--- src/rtl/vector_component_serializer.sv ---
// Buffers packed 3-component signed vectors and emits them as x, y, z.
// Ports:
//   clk, rst        - clock, synchronous active-high reset
//   in_valid/ready  - input handshake; in_vector packs {x, y, z}
//   out_valid/ready - output handshake
//   out_comp        - current component
//   out_idx         - 0=x, 1=y, 2=z
//   out_last        - set on the z component
//   vec_count       - vectors fully emitted (wraps)
//   fifo_level      - vectors queued in the FIFO
module vector_component_serializer #(
  parameter int COMP_W     = 19,
  parameter int FIFO_DEPTH = 4,
  parameter int CNT_W      = 16,
  localparam int VEC_W     = 3 * COMP_W,
  localparam int AW        = $clog2(FIFO_DEPTH),
  localparam int LVL_W     = AW + 1
) (
  input  logic              clk,
  input  logic              rst,
  input  logic              in_valid,
  output logic              in_ready,
  input  logic [VEC_W-1:0]  in_vector,
  output logic              out_valid,
  input  logic              out_ready,
  output logic [COMP_W-1:0] out_comp,
  output logic [1:0]        out_idx,
  output logic              out_last,
  output logic [CNT_W-1:0]  vec_count,
  output logic [LVL_W-1:0]  fifo_level
);

  typedef enum logic [1:0] {
    IDLE,
    EMIT_X,
    EMIT_Y,
    EMIT_Z
  } state_t;

  state_t state_q;
  state_t state_d;

  logic [VEC_W-1:0] mem [FIFO_DEPTH];
  logic [AW-1:0]    wr_ptr;
  logic [AW-1:0]    rd_ptr;
  logic [VEC_W-1:0] hold_q;
  logic [VEC_W-1:0] vec_d;

  logic              push;
  logic              pop;
  logic              have;
  logic              valid_d;
  logic [COMP_W-1:0] comp_d;
  logic [1:0]        idx_d;
  logic              last_d;

  assign in_ready = (fifo_level != LVL_W'(FIFO_DEPTH));
  assign push     = in_valid && in_ready;
  // Only the registered level counts, so a same-cycle push is seen next cycle.
  assign have     = (fifo_level != '0);

  // State register plus registered outputs.
  always_ff @(posedge clk) begin
    if (rst) begin
      state_q   <= IDLE;
      hold_q    <= '0;
      out_valid <= 1'b0;
      out_comp  <= '0;
      out_idx   <= 2'd0;
      out_last  <= 1'b0;
    end else begin
      state_q   <= state_d;
      hold_q    <= vec_d;
      out_valid <= valid_d;
      out_comp  <= comp_d;
      out_idx   <= idx_d;
      out_last  <= last_d;
    end
  end

  // Next-state logic; the pop from EMIT_Z keeps vectors back to back.
  always_comb begin
    state_d = state_q;
    pop     = 1'b0;
    case (state_q)
      IDLE: begin
        if (have) begin
          pop     = 1'b1;
          state_d = EMIT_X;
        end
      end
      EMIT_X: begin
        if (out_ready) state_d = EMIT_Y;
      end
      EMIT_Y: begin
        if (out_ready) state_d = EMIT_Z;
      end
      EMIT_Z: begin
        if (out_ready) begin
          if (have) begin
            pop     = 1'b1;
            state_d = EMIT_X;
          end else begin
            state_d = IDLE;
          end
        end
      end
      default: state_d = IDLE;
    endcase
  end

  // Output values for the coming state; stalls leave them unchanged.
  always_comb begin
    vec_d   = pop ? mem[rd_ptr] : hold_q;
    valid_d = 1'b0;
    comp_d  = '0;
    idx_d   = 2'd0;
    last_d  = 1'b0;
    case (state_d)
      EMIT_X: begin
        valid_d = 1'b1;
        comp_d  = vec_d[VEC_W-1 -: COMP_W];
      end
      EMIT_Y: begin
        valid_d = 1'b1;
        comp_d  = vec_d[2*COMP_W-1 -: COMP_W];
        idx_d   = 2'd1;
      end
      EMIT_Z: begin
        valid_d = 1'b1;
        comp_d  = vec_d[COMP_W-1:0];
        idx_d   = 2'd2;
        last_d  = 1'b1;
      end
      default: ;
    endcase
  end

  always_ff @(posedge clk) begin
    if (push) mem[wr_ptr] <= in_vector;
  end

  // Pointers wrap naturally since the depth is a power of two.
  always_ff @(posedge clk) begin
    if (rst) begin
      wr_ptr     <= '0;
      rd_ptr     <= '0;
      fifo_level <= '0;
    end else begin
      if (push) wr_ptr <= wr_ptr + AW'(1);
      if (pop)  rd_ptr <= rd_ptr + AW'(1);
      case ({push, pop})
        2'b10:   fifo_level <= fifo_level + LVL_W'(1);
        2'b01:   fifo_level <= fifo_level - LVL_W'(1);
        default: fifo_level <= fifo_level;
      endcase
    end
  end

  always_ff @(posedge clk) begin
    if (rst) begin
      vec_count <= '0;
    end else if (state_q == EMIT_Z && out_ready) begin
      vec_count <= vec_count + CNT_W'(1);
    end
  end

endmodule
--- config.mk ---
export PLATFORM = sky130hd
export DESIGN_NAME = vector_component_serializer
export DESIGN_NICKNAME = d
export VERILOG_FILES = /design/src/rtl/vector_component_serializer.sv
export SDC_FILE = /design/constraint.sdc
export NUM_CORES = 1
export LEC_CHECK = 0
export ABC_AREA = 0
export CAP_MARGIN = 0
export CORE_MARGIN = 2
export CORE_UTILIZATION = 40
export CTS_BUF_LIST = sky130_fd_sc_hd__clkbuf_2 sky130_fd_sc_hd__clkbuf_4 sky130_fd_sc_hd__clkbuf_8
export CTS_CLUSTER_DIAMETER = 60
export DETAILED_ROUTE_END_ITERATION = 7
export PLACE_DENSITY = 0.62
export REMOVE_ABC_BUFFERS = 1
export SYNTH_ARGS = -nofsm -noshare
export SYNTH_HDL_FRONTEND = slang
export SYNTH_SLANG_ARGS = --single-unit
--- constraint.sdc ---
create_clock -name clk -period 2.43 [get_ports clk]
set_input_delay 0.486 -clock clk [delete_from_list [all_inputs] [get_ports clk]]
set_output_delay 0.486 -clock clk [all_outputs]
set_load 0.02 [all_outputs]
==> qor.yml <==
layout_commonest_cell: "edfxtp_1"
drt-initial-drc-count: 483
end_kind: "flop"
start_util_pct: 40.56
slew_headroom_pct: 38.73
criticalPathCategory: "flop to flop"
slowest_stage: "fa_1"
crit_required_ps: 2920
hold_path.class: "primary input to flop"
power_leakage_nw: 5.215
hold_violations: 0
mostFrequentLayoutCells: "edfxtp_1 (228), dfxtp_1 (103), clkdlybuf4s50_1 (101)"
startpoint: "state_q[0]"
status: "completed"
num_rows: 65
grt_pass1_vias: 7194
routedWlPerCell_um: 18.56
report.final.slew_viol_count: 0
use_met3_pct: 3.532
tightestPinTransition_ps: 915.6
synthToLayoutAreaGrowth_pct: 22.68
r2r_start: "state_q[0]"
fmax_ghz: 0.4444
clk_latency_ps: 580
drt-total-wl_mm: 25.07
ys_seq_area_share_pct: 70.42
min-delay-start: "rst"
grt_use_met2_pct: 26.40
slowest_delay_ps: 370
skew_ps: 22.15
viasPerCell: 5.078
min_to: "hold_q[3]"
place_inst: 1248
critPathMaxFanout: 4
root_buffer: "clkbuf_8"
synth_top_area_cell: "edfxtp_1"
worstPathCellList: "inv_1 > ha_1 > nor3_4 > ha_1 > inv_1 > fa_1 > xor2_1 > or3_1 > a21oi_1"
antenna_found_initial: 3
powerDensity_nw_per_um2: 1199
dr.pass1.iters: 4
synth.distinct_cells: 38
yosysWarnings: 0
cts_max_level: 2
hold_depth: 2
min_period_ps: 2250
finalNonFillerCells: 1351
drv_cap: 0
cts_tree: "done"
r2r_slack_ps: 180
rsz0062_at_grt: "no"
hpwl_mm: 15.01
finalCritPeriodShare_pct: 92.60
avgSynthCellArea_sq_um: 16.93
layout.nets: 975
start_kind: "flop"
syn_inst: 754
path_clk_slew_ps: 60
timing.rr.end: "fifo_level[2]"
syn_area_sq_um: 12760
cts_num_sinks: 335
die_area_sq_um: 33360
ant_nets: 0
cts_buffers: 54
drive_gt1_share_pct: 27.53
synth_top_area_share_pct: 53.64
gp_congestion: 0.6992
ys_ff_latch: 335
final_util_pct: 49.76
grt_start_max_net_pins: 57
grt_usage_pct: 15.33
synth.area.top_cells: "edfxtp_1 (54%), dfxtp_1 (17%), mux4_2 (10%)"
port_buffers: 103
met1_usage_pct: 19.43
ios: 104
gr-total-overflow: 0
top_usage_layer: "met2"
cts_buffer_depth: 3
die_x_um: 182.6
critical_path_arrival_ps: 2740
grt_pass1_wl_mm: 39.68
drc: 0
setup_violations: 0
reg2reg_depth: 9
tns_ps: 0
peakVddDrop_mv: 0.5694
core_sq_um: 31470
route.vias.total: 6861
die_y_um: 182.6
==> cell families (layout without fill, tap and decap cells) <==
| logic type | after synthesis | after routing | synth area share, % |
|---|---|---|---|
| flip-flops | 335 | 335 | 70.42 |
| AND/OR/NAND/NOR | 185 | 185 | 7.871 |
| multiplexers | 115 | 115 | 15.16 |
| buffers and inverters | 53 | 247 | 2.333 |
| AO/OA/AOI/OAI | 37 | 37 | 1.813 |
| XOR/XNOR | 17 | 17 | 1.166 |
| adder cells (fa/ha/maj) | 12 | 12 | 1.235 |
| other | 0 | 1 | 0 |
==> final cells by class <==
| cell class | count | area [sq um] |
|---|---|---|
| clock inverters | 12 | 67.56 |
| fillers | 2672 | 15810 |
| repair buffers | 135 | 1493 |
| diodes | 1 | 2.502 |
| flip-flops and latches | 335 | 8996 |
| inverters | 10 | 37.54 |
| clock buffers | 90 | 1032 |
| multi-input cells | 366 | 3528 |
| well taps | 402 | 503.0 |
==> synth_stat cells <==
cell,count
o21a_1,1
nor3_2,1
xor2_1,8
buf_4,4
nand4_2,1
or3_1,4
and2_1,3
buf_2,13
nand2_1,8
ha_1,11
xnor2_1,9
a21oi_1,9
nor2b_1,57
o21ai_0,4
a31oi_1,19
buf_6,9
o32ai_2,1
inv_1,10
nor4_1,3
nand3_1,62
mux2i_1,1
nand4_1,4
o221ai_1,1
o21ai_1,1
clkbuf_1,15
nor2_1,28
mux2_2,57
nor3_4,1
and3_1,5
nor3_1,6
and4_1,1
or2_0,1
buf_1,2
o32a_1,1
mux4_2,57
edfxtp_1,228
dfxtp_1,107
fa_1,1
==> flip-flops by register name, summed over array words and instances, names as in the netlist, named ones only <==
register and cells:
out_valid 1, hold_q 57, rd_ptr 2, out_last 1
out_idx 2, wr_ptr 2, state_q 2, mem 228
fifo_level 3, out_comp 19, vec_count 16
==> how the worst max path moves through the flow <==
stage / slack, ps / end / depth (start not counted)
global route: 50 / fifo_level[2] / 9
finish: 180 / fifo_level[2] / 9
CTS: 110 / fifo_level[2] / 9
floorplan: -1280 / fifo_level[2] / 9
detailed placement: -150 / fifo_level[2] / 9
global placement: -110 / fifo_level[2] / 9
==> report_power, final <==
part	switching (mW)	internal (mW)
clock network	2.11	2.68
registers	0.366	7.22
logic	3.15	3.24
==> what timing repair did <==
item | 4_1_cts | 5_1_grt
setup buffers | 0 | 0
endpoints found under the setup margin | 1 | 1
hold buffers | 0 | 0
resized for setup | 1 | 3
==> critical path, delay by kind of cell (launching register included) <==
kind | cells | cell delay (ps)
AO/OA/AOI/OAI | 1 | 140
adder cells (fa/ha/maj) | 3 | 880
flip-flops | 1 | 350
buffers and inverters | 2 | 130
AND/OR/NAND/NOR | 2 | 510
XOR/XNOR | 1 | 160
==> per-stage QoR <==
| stage | power, mW | setup slack, ps | cell area [sq um] | hold WS, ps |
|---|---|---|---|---|
| 2_1_floorplan | 11.72 | -1280 | 12500 | 463.1 |
| 3_3_place_gp | 14.09 | -114.2 | 14550 | 483.3 |
| 3_5_place_dp | 14.19 | -152.2 | 14550 | 505.0 |
| 4_1_cts | 19.05 | 108.0 | 15650 | 274.3 |
| 5_1_grt | 19.85 | 50.22 | 15660 | 293.9 |
| 6_report | 18.77 | 179.9 | 15660 | 312.7 |
==> layer usage <==
| metal | routed length (um) | share of wire, % |
|---|---|---|
| met1 | 10890 | 43 |
| met3 | 1439 | 5.7 |
| met2 | 12290 | 49 |
| met4 | 431 | 1.7 |
| met5 | 25 | 0.10 |
Power figures use the tool's default switching activity.
